**config.mk**
```make
export PLATFORM = sky130hd
export DESIGN_NAME = imem_boot_loader_flat
export DESIGN_NICKNAME = d
export VERILOG_FILES = /design/src/rtl/imem_boot_loader_if.sv /design/src/rtl/imem_boot_loader.sv /design/src/flat_wrapper.sv
export SDC_FILE = /design/constraint.sdc
export NUM_CORES = 1
export LEC_CHECK = 0
export ABC_AREA = 0
export CELL_PAD_IN_SITES_DETAIL_PLACEMENT = 1
export CELL_PAD_IN_SITES_GLOBAL_PLACEMENT = 2
export CORE_ASPECT_RATIO = 1.2
export CORE_UTILIZATION = 28
export CTS_BUF_LIST = sky130_fd_sc_hd__clkbuf_2 sky130_fd_sc_hd__clkbuf_4 sky130_fd_sc_hd__clkbuf_8
export CTS_CLUSTER_SIZE = 16
export DETAILED_ROUTE_END_ITERATION = 6
export PLACE_DENSITY = 0.74
export SYNTH_ARGS = -nofsm -noshare
export SYNTH_HDL_FRONTEND = slang
export SYNTH_SLANG_ARGS = --single-unit
```
**constraint.sdc**
```tcl
create_clock -name clk -period 2.1 [get_ports clk]
set_input_delay 0.63 -clock clk [delete_from_list [all_inputs] [get_ports clk]]
set_output_delay 0.63 -clock clk [all_outputs]
set_load 0.01 [all_outputs]
```
**src/rtl/imem_boot_loader_if.sv**
```systemverilog
// imem_boot_loader_if: byte stream in (in_data/in_valid/in_ready) and instruction-memory write port out
// slave  : loader side, consumes the stream and drives the write port
// master : source/memory side, drives the stream and observes the write port
interface imem_boot_loader_if;
  logic [7:0] in_data;
  logic in_valid;
  logic in_ready;
  logic imem_we;
  logic [31:0] imem_addr;
  logic [31:0] imem_wdata;
  modport slave (input in_data, in_valid, output in_ready, imem_we, imem_addr, imem_wdata);
  modport master (output in_data, in_valid, input in_ready, imem_we, imem_addr, imem_wdata);
endinterface

```
**src/rtl/imem_boot_loader.sv**
```systemverilog
// imem_boot_loader: assembles a length-prefixed, XOR-checksummed byte stream into 32-bit words written to imem
// clk, rst     : clock, synchronous active-high reset
// start        : begins a load when idle, done or failed
// bus          : stream in (in_data/in_valid/in_ready), write out (imem_we/imem_addr/imem_wdata)
// cpu_rst      : core reset, released only after a verified load
// busy/done/error, words_loaded : load status
module imem_boot_loader #(
  parameter int unsigned MAX_WORDS = 256,
  parameter logic [31:0] BASE_ADDR = 32'h0000_0000
) (
  input  logic clk,
  input  logic rst,
  input  logic start,
  imem_boot_loader_if.slave bus,
  output logic cpu_rst,
  output logic busy,
  output logic done,
  output logic error,
  output logic [15:0] words_loaded
);
  typedef enum logic [2:0] {IDLE, LEN_HI, LEN_LO, DATA, CHK, DONE, ERROR} state_t;
  state_t state, state_n;
  logic [15:0] len, len_n, wl_n, n;
  logic [1:0] cnt, cnt_n;
  logic [23:0] sh, sh_n;
  logic [7:0] csum, csum_n;
  logic [31:0] addr_n, wdata_n;
  logic acc, we_n, ready_n, cpu_rst_n, busy_n, done_n, error_n;
  assign acc = bus.in_valid && bus.in_ready;
  assign n = {len[15:8], bus.in_data};
  always_ff @(posedge clk) begin
    if (rst) begin
      state <= IDLE;
      len <= '0;
      cnt <= '0;
      sh <= '0;
      csum <= '0;
      words_loaded <= '0;
      bus.in_ready <= 1'b0;
      bus.imem_we <= 1'b0;
      bus.imem_addr <= '0;
      bus.imem_wdata <= '0;
      cpu_rst <= 1'b1;
      busy <= 1'b0;
      done <= 1'b0;
      error <= 1'b0;
    end else begin
      state <= state_n;
      len <= len_n;
      cnt <= cnt_n;
      sh <= sh_n;
      csum <= csum_n;
      words_loaded <= wl_n;
      bus.in_ready <= ready_n;
      bus.imem_we <= we_n;
      bus.imem_addr <= addr_n;
      bus.imem_wdata <= wdata_n;
      cpu_rst <= cpu_rst_n;
      busy <= busy_n;
      done <= done_n;
      error <= error_n;
    end
  end
  always_comb begin
    state_n = state;
    len_n = len;
    cnt_n = cnt;
    sh_n = sh;
    csum_n = csum;
    wl_n = words_loaded;
    we_n = 1'b0;
    addr_n = bus.imem_addr;
    wdata_n = bus.imem_wdata;
    cpu_rst_n = cpu_rst;
    busy_n = busy;
    done_n = done;
    error_n = error;
    case (state)
      IDLE, DONE, ERROR: if (start) begin
        state_n = LEN_HI;
        cnt_n = '0;
        csum_n = '0;
        wl_n = '0;
        cpu_rst_n = 1'b1;
        busy_n = 1'b1;
        done_n = 1'b0;
        error_n = 1'b0;
      end
      LEN_HI: if (acc) begin
        len_n = {bus.in_data, 8'h00};
        state_n = LEN_LO;
      end
      LEN_LO: if (acc) begin
        len_n = n;
        state_n = ({16'h0, n} > MAX_WORDS) ? ERROR : (n == '0) ? CHK : DATA;
        busy_n = ({16'h0, n} <= MAX_WORDS);
        error_n = ({16'h0, n} > MAX_WORDS);
      end
      DATA: if (acc) begin
        csum_n = csum ^ bus.in_data;
        cnt_n = cnt + 2'd1;
        sh_n = {sh[15:0], bus.in_data};
        if (cnt == 2'd3) begin
          we_n = 1'b1;
          wdata_n = {sh, bus.in_data};
          addr_n = BASE_ADDR + {14'h0, words_loaded, 2'b00};
          wl_n = words_loaded + 16'd1;
          state_n = (wl_n == len) ? CHK : DATA;
        end
      end
      CHK: if (acc) begin
        state_n = (bus.in_data == csum) ? DONE : ERROR;
        busy_n = 1'b0;
        done_n = (bus.in_data == csum);
        error_n = (bus.in_data != csum);
        cpu_rst_n = (bus.in_data != csum);
      end
      default: state_n = IDLE;
    endcase
    ready_n = (state_n == LEN_HI) || (state_n == LEN_LO) || (state_n == DATA) || (state_n == CHK);
  end
endmodule

```
**src/flat_wrapper.sv**
```systemverilog
// flat-port wrapper written by rule: the top's interface ports become plain ports
module imem_boot_loader_flat 
#(
  parameter int unsigned MAX_WORDS = 256,
  parameter logic [31:0] BASE_ADDR = 32'h0000_0000
)
  (clk, rst, start, cpu_rst, busy, done, error, words_loaded, bus_in_data, bus_in_valid, bus_in_ready, bus_imem_we, bus_imem_addr, bus_imem_wdata);
  imem_boot_loader_if bus_i ();
  input  logic clk;
  input  logic rst;
  input  logic start;
  output logic cpu_rst;
  output logic busy;
  output logic done;
  output logic error;
  output logic [15:0] words_loaded;
  input wire logic [$bits(bus_i.in_data)-1:0] bus_in_data;
  input wire logic [$bits(bus_i.in_valid)-1:0] bus_in_valid;
  output wire logic [$bits(bus_i.in_ready)-1:0] bus_in_ready;
  output wire logic [$bits(bus_i.imem_we)-1:0] bus_imem_we;
  output wire logic [$bits(bus_i.imem_addr)-1:0] bus_imem_addr;
  output wire logic [$bits(bus_i.imem_wdata)-1:0] bus_imem_wdata;
  assign bus_i.in_data = bus_in_data;
  assign bus_i.in_valid = bus_in_valid;
  assign bus_in_ready = bus_i.in_ready;
  assign bus_imem_we = bus_i.imem_we;
  assign bus_imem_addr = bus_i.imem_addr;
  assign bus_imem_wdata = bus_i.imem_wdata;
  imem_boot_loader #(.MAX_WORDS(MAX_WORDS), .BASE_ADDR(BASE_ADDR)) u_core (.clk(clk), .rst(rst), .start(start), .bus(bus_i), .cpu_rst(cpu_rst), .busy(busy), .done(done), .error(error), .words_loaded(words_loaded));
endmodule
```
==> run_results.csv, run 1 <==
group,metric,value,unit
clock_tree,tritoncts,"yes",
cells_and_area,nNetsFinal,917,
route,ant_nets,0,
placement,dp_slack,-0.6072,ns
clock_tree,clk_latency,0.45,ns
logic_synthesis,yosysTopAreaCell,"dfxtp_1",
logic_synthesis,synth-seq-cells,123,
grt,grt_first_pass_wirelength,31710,um
timing,finalSetupTns,-0.3820,ns
floorplanning,die_x,132.6,um
run_status,violations,"setup timing",
route,vias_per_cell,4.946,
setup_path,end_kind,"flop",
route,dr.pass1.iters,4,
placement,portBuffers,81,
timing,maxSlewHeadroom,0.6594,
run_status,outcome,"finished with violations",
setup_path,required,2.47,ns
grt,grt_max_degree,71,
setup_path,cp-start-kind,"flop",
placement,dp_cells,1139,
timing,finalSetupViolations,3,
clock_tree,cts_inserted_buffers,17,
timing,setup_ws,-0.1618,ns
floorplanning,die_area,21040,sq um
logic_synthesis,yosys-top-cells-area,"dfxtp_1 43%, nand2_1 12%, a21oi_1 10%",
grt,overflow,0,
pwr,p_per_area,588.3,nW/um^2
clock_tree,cts-root-buf,"clkbuf_8",
grt,grt_pass1_vias,6093,
setup_path,critPathMaxStageDelay,0.37,ns
floorplanning,num_rows,56,
route,wl_per_cell,16.58,um
cells_and_area,final_cell_area,8079,sq um
setup_path,cp_cell_sequence,"buf_4, nand4_1, buf_4, o221ai_1, o211ai_1, nor2_2, nor4_4, buf_4, or3_1, mux2i_1",
placement,dpl_cell_area,7436,sq um
logic_synthesis,yosysUniqueCellTypes,68,
cells_and_area,drive_gt1_frac,0.2197,
logic_synthesis,synth_common_cells,"189 x nand2_1, 123 x dfxtp_1, 117 x a21oi_1, 44 x nor2_1, 41 x clkbuf_1",
timing,maxSlewViolCount,0,
setup_path,arrival,2.63,ns
logic_synthesis,synth.most_common_cell,"nand2_1",
grt,grt_usage,0.1894,
timing,timing.fmax,442.1,MHz
placement,dp_hpwl,14130,um
route,drt_wl_total,19500,um
timing,hold_viol_final,0,
logic_synthesis,synth_edf_count,0,
logic_synthesis,syn_inst,748,
setup_path,crit_path_frequent_cell,"buf_4",
cells_and_area,fillCellCount,2378,
logic_synthesis,ys_warn_count,0,
logic_synthesis,syn_area,5730,sq um
timing,post-route-min-period,2.262,ns
timing,worst_slew_pin_slew,0.5101,ns
setup_path,slowest_stage,"dfxtp_4",
hold_path,holdCritPathClass,"reg2reg",
clock_tree,clock_sinks,123,
floorplanning,ios,98,
clock_tree,cts.path.max_buffers,2,
logic_synthesis,ys_async_sr_fraction,0,
timing,finalClockSkew,0.008703,ns
route,drt-initial-drc-count,232,
placement,routabilityCongestion,0.8232,
logic_synthesis,synth_top_area_share,0.4297,
timing,period_share,1.077,
cells_and_area,utilization,0.4074,
cells_and_area,antenna_cells,0,
logic_synthesis,syn_area_per_cell,7.661,sq um
logic_synthesis,yosysSeqAreaShare,0.4297,
job,cap_violations,0,
route,vias,5817,
floorplanning,die_h,158.7,um
setup_path,crit_family,"simple AND/OR/NAND/NOR gates",
grt,antenna_found_initial,0,
logic_synthesis,synth_ff_type,"dfxtp_1",
clock_tree,ctsHtreeMaxLevel,4,
setup_path,crit_buf_inv,3,
timing,rsz0062_at_grt,"true",
cells_and_area,syn_to_final_growth,40.98,%
floorplanning,initial_core_util,0.2890,
clock_tree,path_clk_slew,0.07,ns
pwr,vdd_drop_max,324.0,uV
route,drcViolationCount,0,
cells_and_area,layoutNonFillerInstCount,1176,
floorplanning,core_area,19830,sq um
setup_path,path_max_fanout,3,
setup_path,crit_type,"reg2reg",
pwr,leakagePower,2.973,nW
==> power by group <==
group / internal [mW] / switching, mW / total (mW)
registers: 2.33 / 0.0102 / 2.34
clock network: 1.04 / 1.03 / 2.07
logic: 0.144 / 0.198 / 0.342
total: 3.51 / 1.24 / 4.75
==> layout by cell type, fill, tap and decap left out, types with 3 or more instances in the layout <==
cell type,count
or2_2,4
o22ai_1,3
nor2b_1,4
dfxtp_2,6
inv_1,7
nor2_1,43
a21oi_1,117
buf_12,7
dfxtp_4,8
xor2_1,9
buf_6,3
nor4_4,4
clkinvlp_4,5
dlymetal6s2s_1,4
nor3_1,11
xnor2_1,16
clkbuf_8,20
nand4_1,6
dlygate4sd2_1,18
conb_1,16
o21ai_0,23
nor4_1,3
buf_4,104
nand3b_1,3
nand2b_1,5
inv_6,3
mux2i_1,3
xnor2_2,3
nor4_2,3
dfxtp_1,109
and3_1,3
clkdlybuf4s50_1,58
nand3_1,23
or3_1,3
a22oi_1,3
a31oi_1,3
nand2_1,187
a21o_1,3
nand2_2,3
and2_1,3
==> kinds of logic (layout without fill, tap and decap cells) <==
logic type	count (synthesis)	in the layout	synth area share
DFF	123	123	0.4297
adders and majority gates	2	2	0.004366
other	1	16	0.0006544
AOI/OAI and AO/OA	176	176	0.1694
and+or+nand+nor	333	333	0.2694
xor gates and xnor gates	29	29	0.04432
buffers and inverters	80	232	0.07489
muxes	4	4	0.007205
==> final cells by class <==
type | instances | area [sq um] | area share
Clock buffer | 20 | 275.3 | 0.03407
Clock inverter | 11 | 111.4 | 0.01378
Inverter | 7 | 26.28 | 0.003252
Multi-Input combinational cell | 560 | 3097 | 0.3833
Sequential cell | 123 | 2500 | 0.3094
Tap cell | 261 | 326.6 | 0.04042
Timing Repair Buffer | 194 | 1743 | 0.2157
==> layer usage <==
layer | part of all wire | up-vias | routed length [um] | global-route usage
li1 | - | 2813 | - | -
met2 | 0.53 | 116 | 10300 | 0.3474
met5 | 0 | - | 0 | 0
met3 | 0.028 | 42 | 551 | 0.03736
met4 | 0.029 | 0 | 573 | 0.07732
met1 | 0.41 | 2846 | 8079 | 0.2108
==> worst reg2reg max path, cell delays in order, from the launching register on <==
cell,delay [ns]
dfxtp_4,0.37
buf_4,0.11
nand4_1,0.18
buf_4,0.20
o221ai_1,0.20
o211ai_1,0.14
nor2_2,0.29
nor4_4,0.09
buf_4,0.16
or3_1,0.30
mux2i_1,0.14
==> sequential cells by signal, indices dropped and copies added (netlist names) <==
register / flops
u_core.cnt: 2
u_core.cpu_rst: 1
u_core.done: 1
u_core.error: 1
u_core.bus.imem_addr: 16
u_core.sh: 24
u_core.state: 3
u_core.bus.in_ready: 1
u_core.bus.imem_we: 1
u_core.bus.imem_wdata: 32
u_core.csum: 8
u_core.busy: 1
u_core.words_loaded: 16
u_core.len: 16
==> stage by stage <==
stage	hold WS (ns)	power (mW)
3_5_place_dp	0.4489	2.745
6_report	0.4583	4.753
4_1_cts	0.4607	4.817
5_1_grt	0.4773	4.940
3_3_place_gp	0.4422	2.736
2_1_floorplan	0.4321	2.591
==> worst paths after layout <==
kind	start	end	slack, ns	depth (start not counted)
hold reg to reg	u_core.bus.imem_addr[9]$_SDFFE_PP0P_	u_core.bus.imem_addr[9]$_SDFFE_PP0P_	0.46	2
setup / recovery	u_core.words_loaded[1]$_SDFFE_PP0P_	u_core.bus.in_ready$_SDFF_PP0_	-0.16	10
setup reg to reg	u_core.words_loaded[1]$_SDFFE_PP0P_	u_core.bus.in_ready$_SDFF_PP0_	-0.16	10
hold / removal	u_core.bus.imem_addr[9]$_SDFFE_PP0P_	u_core.bus.imem_addr[9]$_SDFFE_PP0P_	0.46	2
==> what timing repair did <==
item,in CTS,in global routing
buffers inserted,3,3
pin swaps,6,11
gates resized for setup,64,15
endpoints found under the setup margin,21,6
hold buffers,0,0
(Power assumes the default switching activity.)
==> inputs of run 2 (changes only) <==
REMOVE_ABC_BUFFERS = 1   (was not set)
==> run_results.csv, run 2 (synthesis gave the netlist of run 1 again) <==
group,metric,value,unit
floorplanning,ios,98,
cells_and_area,antenna_cells,0,
cells_and_area,reg_top3,"u_core.bus.imem_wdata (32), u_core.sh (24)",
floorplanning,die_x,132.6,um
hold_path,min_delay_worst_endpoint,"u_core.bus.imem_addr[5]$_SDFFE_PP0P_",
timing,post-route-min-period,2.175,ns
timing,finalClockSkew,0.01405,ns
cells_and_area,regMostFlops,"u_core.bus.imem_wdata",
clock_tree,cts_hold_buffers,0,
placement,portBuffers,81,
job,cap_violations,0,
timing,timing.fmax,459.8,MHz
timing,maxSlewHeadroom,0.6358,
floorplanning,die_h,158.7,um
timing,period_share,1.036,
cells_and_area,utilization,0.4088,
clock_tree,path_clk_slew,0.08,ns
setup_path,regToRegSetupSlack,-0.07,ns
cells_and_area,drive_gt1_frac,0.2251,
hold_path,min_from,"u_core.bus.imem_addr[5]$_SDFFE_PP0P_",
clock_tree,cts_inserted_buffers,17,
pwr,vdd_drop_max,395.0,uV
route,wl_per_cell,15.85,um
cells_and_area,final_cell_area,8105,sq um
hold_path,min_path_cells,2,
timing,finalSetupViolations,3,
route,drcViolationCount,0,
route,vias_per_cell,4.845,
timing,setup_ws,-0.07482,ns
floorplanning,num_rows,56,
grt,grt_max_degree,84,
setup_path,crit_type,"reg2reg",
route,dr.pass1.iters,4,
route,drt-initial-drc-count,227,
placement,routabilityCongestion,0.8427,
setup_path,crit-reg2reg-launch,"u_core.words_loaded[0]$_SDFFE_PP0P_",
clock_tree,tritoncts,"yes",
placement,dpl_cell_area,7393,sq um
pwr,leakagePower,2.995,nW
setup_path,r2r_end,"u_core.state[0]$_SDFF_PP0_",
clock_tree,cts-root-buf,"clkbuf_8",
setup_path,critPathMaxStageDelay,0.40,ns
route,vias,5698,
clock_tree,cts.path.max_buffers,2,
grt,grt_first_pass_wirelength,30300,um
setup_path,cp_cell_sequence,"ha_4, nand3_4, or3_4, o31ai_4, nand4b_1, buf_4, nor4_4, nand2b_4, a31oi_1",
setup_path,arrival,2.51,ns
floorplanning,core_area,19830,sq um
grt,antenna_found_initial,0,
floorplanning,initial_core_util,0.2890,
run_status,outcome,"finished with violations",
setup_path,slowest_stage,"or3_4",
floorplanning,die_area,21040,sq um
setup_path,end_kind,"flop",
route,drt_wl_total,18640,um
timing,rsz0062_at_grt,"true",
route,ant_nets,0,
run_status,violations,"setup timing",
timing,hold_viol_final,0,
clock_tree,ctsHtreeMaxLevel,4,
setup_path,required,2.43,ns
grt,overflow,0,
placement,dp_hpwl,13480,um
clock_tree,clk_latency,0.46,ns
timing,worst_slew_pin_slew,0.5442,ns
cells_and_area,nNetsFinal,916,
cells_and_area,final_cell_mix,"188 x nand2_1, 115 x a21oi_1, 109 x dfxtp_1",
clock_tree,clock_sinks,123,
cells_and_area,final_common_cell,"nand2_1",
setup_path,cp-start-kind,"flop",
grt,grt_pass1_vias,5932,
cells_and_area,largest_reg_flops,32,
timing,maxSlewViolCount,0,
setup_path,r2r_cells,9,
cells_and_area,syn_to_final_growth,41.44,%
pwr,p_per_area,613.1,nW/um^2
setup_path,path_max_fanout,4,
grt,grt_usage,0.1785,
hold_path,holdCritPathClass,"reg2reg",
run 2: changes by cell type in the layout (fill, tap and decap cells not counted), moves of 2 or more:
cell and delta:
bufinv_16 +2, dfxtp_2 +4, o21ai_0 +2, a21oi_1 -2
clkbuf_8 -3, inv_6 +2, dfxtp_4 -4, buf_4 +2
clkinvlp_4 -3, nor4_1 +2, nor4_4 -2, buf_6 -2
a21oi_2 +2
run 2: worst max-delay path by stage:
stage	startpoint	to	slack, ns	cells after the start
global route	u_core.words_loaded[4]$_SDFFE_PP0P_	u_core.state[0]$_SDFF_PP0_	-0.17	8
CTS	u_core.words_loaded[0]$_SDFFE_PP0P_	u_core.state[1]$_SDFF_PP0_	-0.08	9
floorplan	u_core.state[0]$_SDFF_PP0_	u_core.words_loaded[10]$_SDFFE_PP0P_	-1.21	6
detailed placement	bus_in_data[1]	u_core.bus.in_ready$_SDFF_PP0_	-0.65	9
global placement	bus_in_data[1]	u_core.bus.in_ready$_SDFF_PP0_	-0.66	9
finish	u_core.words_loaded[0]$_SDFFE_PP0P_	u_core.state[0]$_SDFF_PP0_	-0.07	9
run 2: power by group:
| group | leakage [nW] | switching [mW] | internal, mW |
|---|---|---|---|
| registers | 0.999 | 0.0106 | 2.33 |
| logic | 1.79 | 0.191 | 0.143 |
| clock network | 0.210 | 1.08 | 1.21 |
| total | 3.00 | 1.28 | 3.69 |
run 2: layer usage:
metal	GRT usage	vias up	routed length [um]
met3	0.03065	23	464
li1	-	2809	-
met4	0.07524	0	319
met1	0.2179	2778	8540
met5	0	-	0
met2	0.3065	88	9314
run 2: timing repair:
action	CTS	global route
setup endpoints to repair	21	14
gates resized for setup	51	29
pin swaps	9	11
buffers inserted	2	4
run 2: worst max-delay path: cells and delay by family (launching register included):
family / cells / cell delay, ns
buf+inv: 1 / 0.19
fa+ha+maj: 1 / 0.17
compound gates: 2 / 0.24
flops: 1 / 0.36
simple gates: 5 / 1.08
run 2: layout make-up:
class | count | area, sq um
clock buffers | 18 | 241.5
clock inverters | 14 | 182.7
fillers | 2372 | 11720
inverters | 7 | 26.28
multi-input cells | 560 | 3122
flip-flops and latches | 123 | 2490
well taps | 261 | 326.6
repair buffers | 193 | 1717
run 2: through the flow:
stage / setup WS [ns] / setup TNS, ns / total power, mW / hold WS (ns) / cells
after global placement: -0.6564 / -18.95 / 2.723 / 0.4402 / 1138
final: -0.07482 / -0.2080 / 4.969 / 0.4541 / 1176
after CTS: -0.08299 / -0.2251 / 5.041 / 0.4592 / 1172
after detailed placement: -0.6460 / -23.04 / 2.731 / 0.4481 / 1138
after global routing: -0.1740 / -0.5729 / 5.182 / 0.4738 / 1176
after floorplan: -1.208 / -48.77 / 2.520 / 0.4260 / 690
==> inputs of run 3 (changes only) <==
CORE_ASPECT_RATIO = 2   (was 1.2)
==> run_results.csv, run 3 (synthesis gave the netlist of run 1 again) <==
group,metric,value,unit
grt,grt_usage,0.1947,
timing,hold_viol_final,0,
route,drt-initial-drc-count,190,
job,cap_violations,0,
pwr,leakagePower,3.022,nW
floorplanning,core_area,20000,sq um
placement,dp_hpwl,14370,um
route,wl_per_cell,16.62,um
placement,portBuffers,81,
route,drcViolationCount,0,
clock_tree,clock_sinks,123,
cells_and_area,utilization,0.4077,
timing,rsz0062_at_grt,"true",
timing,finalClockSkew,0.01415,ns
pwr,vdd_drop_max,396.4,uV
floorplanning,ios,98,
route,drt_wl_total,19540,um
timing,timing.fmax,453.1,MHz
cells_and_area,antenna_cells,0,
cells_and_area,reg_top3,"u_core.bus.imem_wdata (32), u_core.sh (24)",
grt,grt_max_degree,80,
pwr,p_per_area,620.7,nW/um^2
floorplanning,num_rows,73,
cells_and_area,final_cell_mix,"187 x nand2_1, 115 x a21oi_1, 108 x dfxtp_1",
placement,routabilityCongestion,0.9087,
cells_and_area,syn_to_final_growth,42.31,%
route,ant_nets,0,
clock_tree,cts.path.max_buffers,2,
setup_path,end_kind,"flop",
timing,setup_ws,-0.1069,ns
clock_tree,cts-root-buf,"clkbuf_8",
setup_path,required,2.50,ns
floorplanning,initial_core_util,0.2865,
cells_and_area,regArea,2501,sq um
grt,overflow,0,
timing,maxSlewViolCount,0,
timing,finalSetupViolations,4,
clock_tree,cts_hold_buffers,0,
floorplanning,die_x,103.2,um
clock_tree,cts_inserted_buffers,17,
clock_tree,ctsHtreeMaxLevel,4,
grt,grt_pass1_vias,6074,
clock_tree,clk_latency,0.47,ns
grt,grt_first_pass_wirelength,30990,um
cells_and_area,largest_reg_flops,32,
cells_and_area,multi_input_area,3108,sq um
cells_and_area,nNetsFinal,916,
run_status,violations,"setup timing",
timing,period_share,1.051,
timing,post-route-min-period,2.207,ns
route,vias_per_cell,4.936,
timing,maxSlewHeadroom,0.6520,
setup_path,cp-start-kind,"flop",
cells_and_area,regMostFlops,"u_core.bus.imem_wdata",
cells_and_area,fillCellCount,2419,
grt,antenna_found_initial,0,
cells_and_area,drive_gt1_frac,0.2265,
setup_path,path_max_fanout,7,
run_status,outcome,"finished with violations",
setup_path,crit_type,"reg2reg",
clock_tree,path_clk_slew,0.08,ns
pwr,p_total,5.062,mW
cells_and_area,final_common_cell,"nand2_1",
hold_path,holdCritPathClass,"reg2reg",
route,dr.pass1.iters,4,
floorplanning,die_area,21080,sq um
floorplanning,die_h,204.3,um
clock_tree,tritoncts,"yes",
cells_and_area,layoutNonFillerInstCount,1176,
setup_path,arrival,2.60,ns
timing,worst_slew_pin_slew,0.5201,ns
placement,dp_cells,1137,
route,vias,5805,
run 3: cell types whose count changed in the layout (fill, tap and decap cells not counted), moves of 3 or more:
cell	change
dfxtp_2	-3
dfxtp_4	+4
buf_6	+3
inv_6	-5
buf_4	-5
run 3: worst paths after layout:
kind                                          startpoint                                     end  slack [ns]  cells after the start
setup / recovery     u_core.words_loaded[1]$_SDFFE_PP0P_          u_core.bus.in_ready$_SDFF_PP0_       -0.11                     11
hold / removal    u_core.bus.imem_wdata[28]$_SDFFE_PP0P_  u_core.bus.imem_wdata[28]$_SDFFE_PP0P_        0.45                      2
setup reg to reg     u_core.words_loaded[1]$_SDFFE_PP0P_          u_core.bus.in_ready$_SDFF_PP0_       -0.11                     11
hold reg to reg   u_core.bus.imem_wdata[28]$_SDFFE_PP0P_  u_core.bus.imem_wdata[28]$_SDFFE_PP0P_        0.45                      2
run 3: worst max-delay path: stages (launching register included):
cell and delay [ns]:
dfxtp_2 0.36, ha_4 0.17, nand3_4 0.11, buf_4 0.18, o311ai_0 0.29, o31ai_1 0.13, nand4b_1 0.14, buf_6 0.14
nor4_2 0.04, buf_4 0.14, or3_1 0.31, mux2i_1 0.12
run 3: metal layers:
layer | share of wire | global-route usage | up-vias
li1 | - | - | 2814
met1 | 0.38 | 0.1968 | 2814
met2 | 0.55 | 0.3602 | 130
met3 | 0.025 | 0.03078 | 47
met4 | 0.044 | 0.1192 | 0
met5 | 0 | 0 | -
run 3: layout make-up:
cell class | instances | area share
inverter | 7 | 0.003222
clock buffer | 20 | 0.03222
timing repair buffer | 193 | 0.2157
clock inverter | 11 | 0.02087
sequential | 123 | 0.3067
multi-input combinational | 560 | 0.3811
tap | 262 | 0.04020
run 3: power by group:
| part | internal, mW | leakage (nW) | switching [mW] |
|---|---|---|---|
| logic | 0.155 | 1.81 | 0.202 |
| registers | 2.33 | 1.00 | 0.0116 |
| clock network | 1.34 | 0.212 | 1.02 |
| total | 3.83 | 3.02 | 1.23 |
run 3: metrics by stage:
stage          setup TNS, ns  area (sq um)  hold slack (ns)  setup slack (ns)
6_report             -0.2684          8155           0.4547           -0.1069
5_1_grt              -0.6968          8155           0.4738           -0.2400
4_1_cts              -0.5451          7974           0.4584           -0.1593
3_5_place_dp          -22.61          7405           0.4481           -0.6857
3_3_place_gp          -17.99          7405           0.4405           -0.5336
2_1_floorplan         -48.77          5384           0.4260            -1.208
run 3: what timing repair did:
action                                  4_1_cts  5_1_grt
cloned                                        0        0
pin swaps                                     6       12
buffers inserted                              6        4
resized for setup                            53       35
endpoints found under the setup margin       21       11
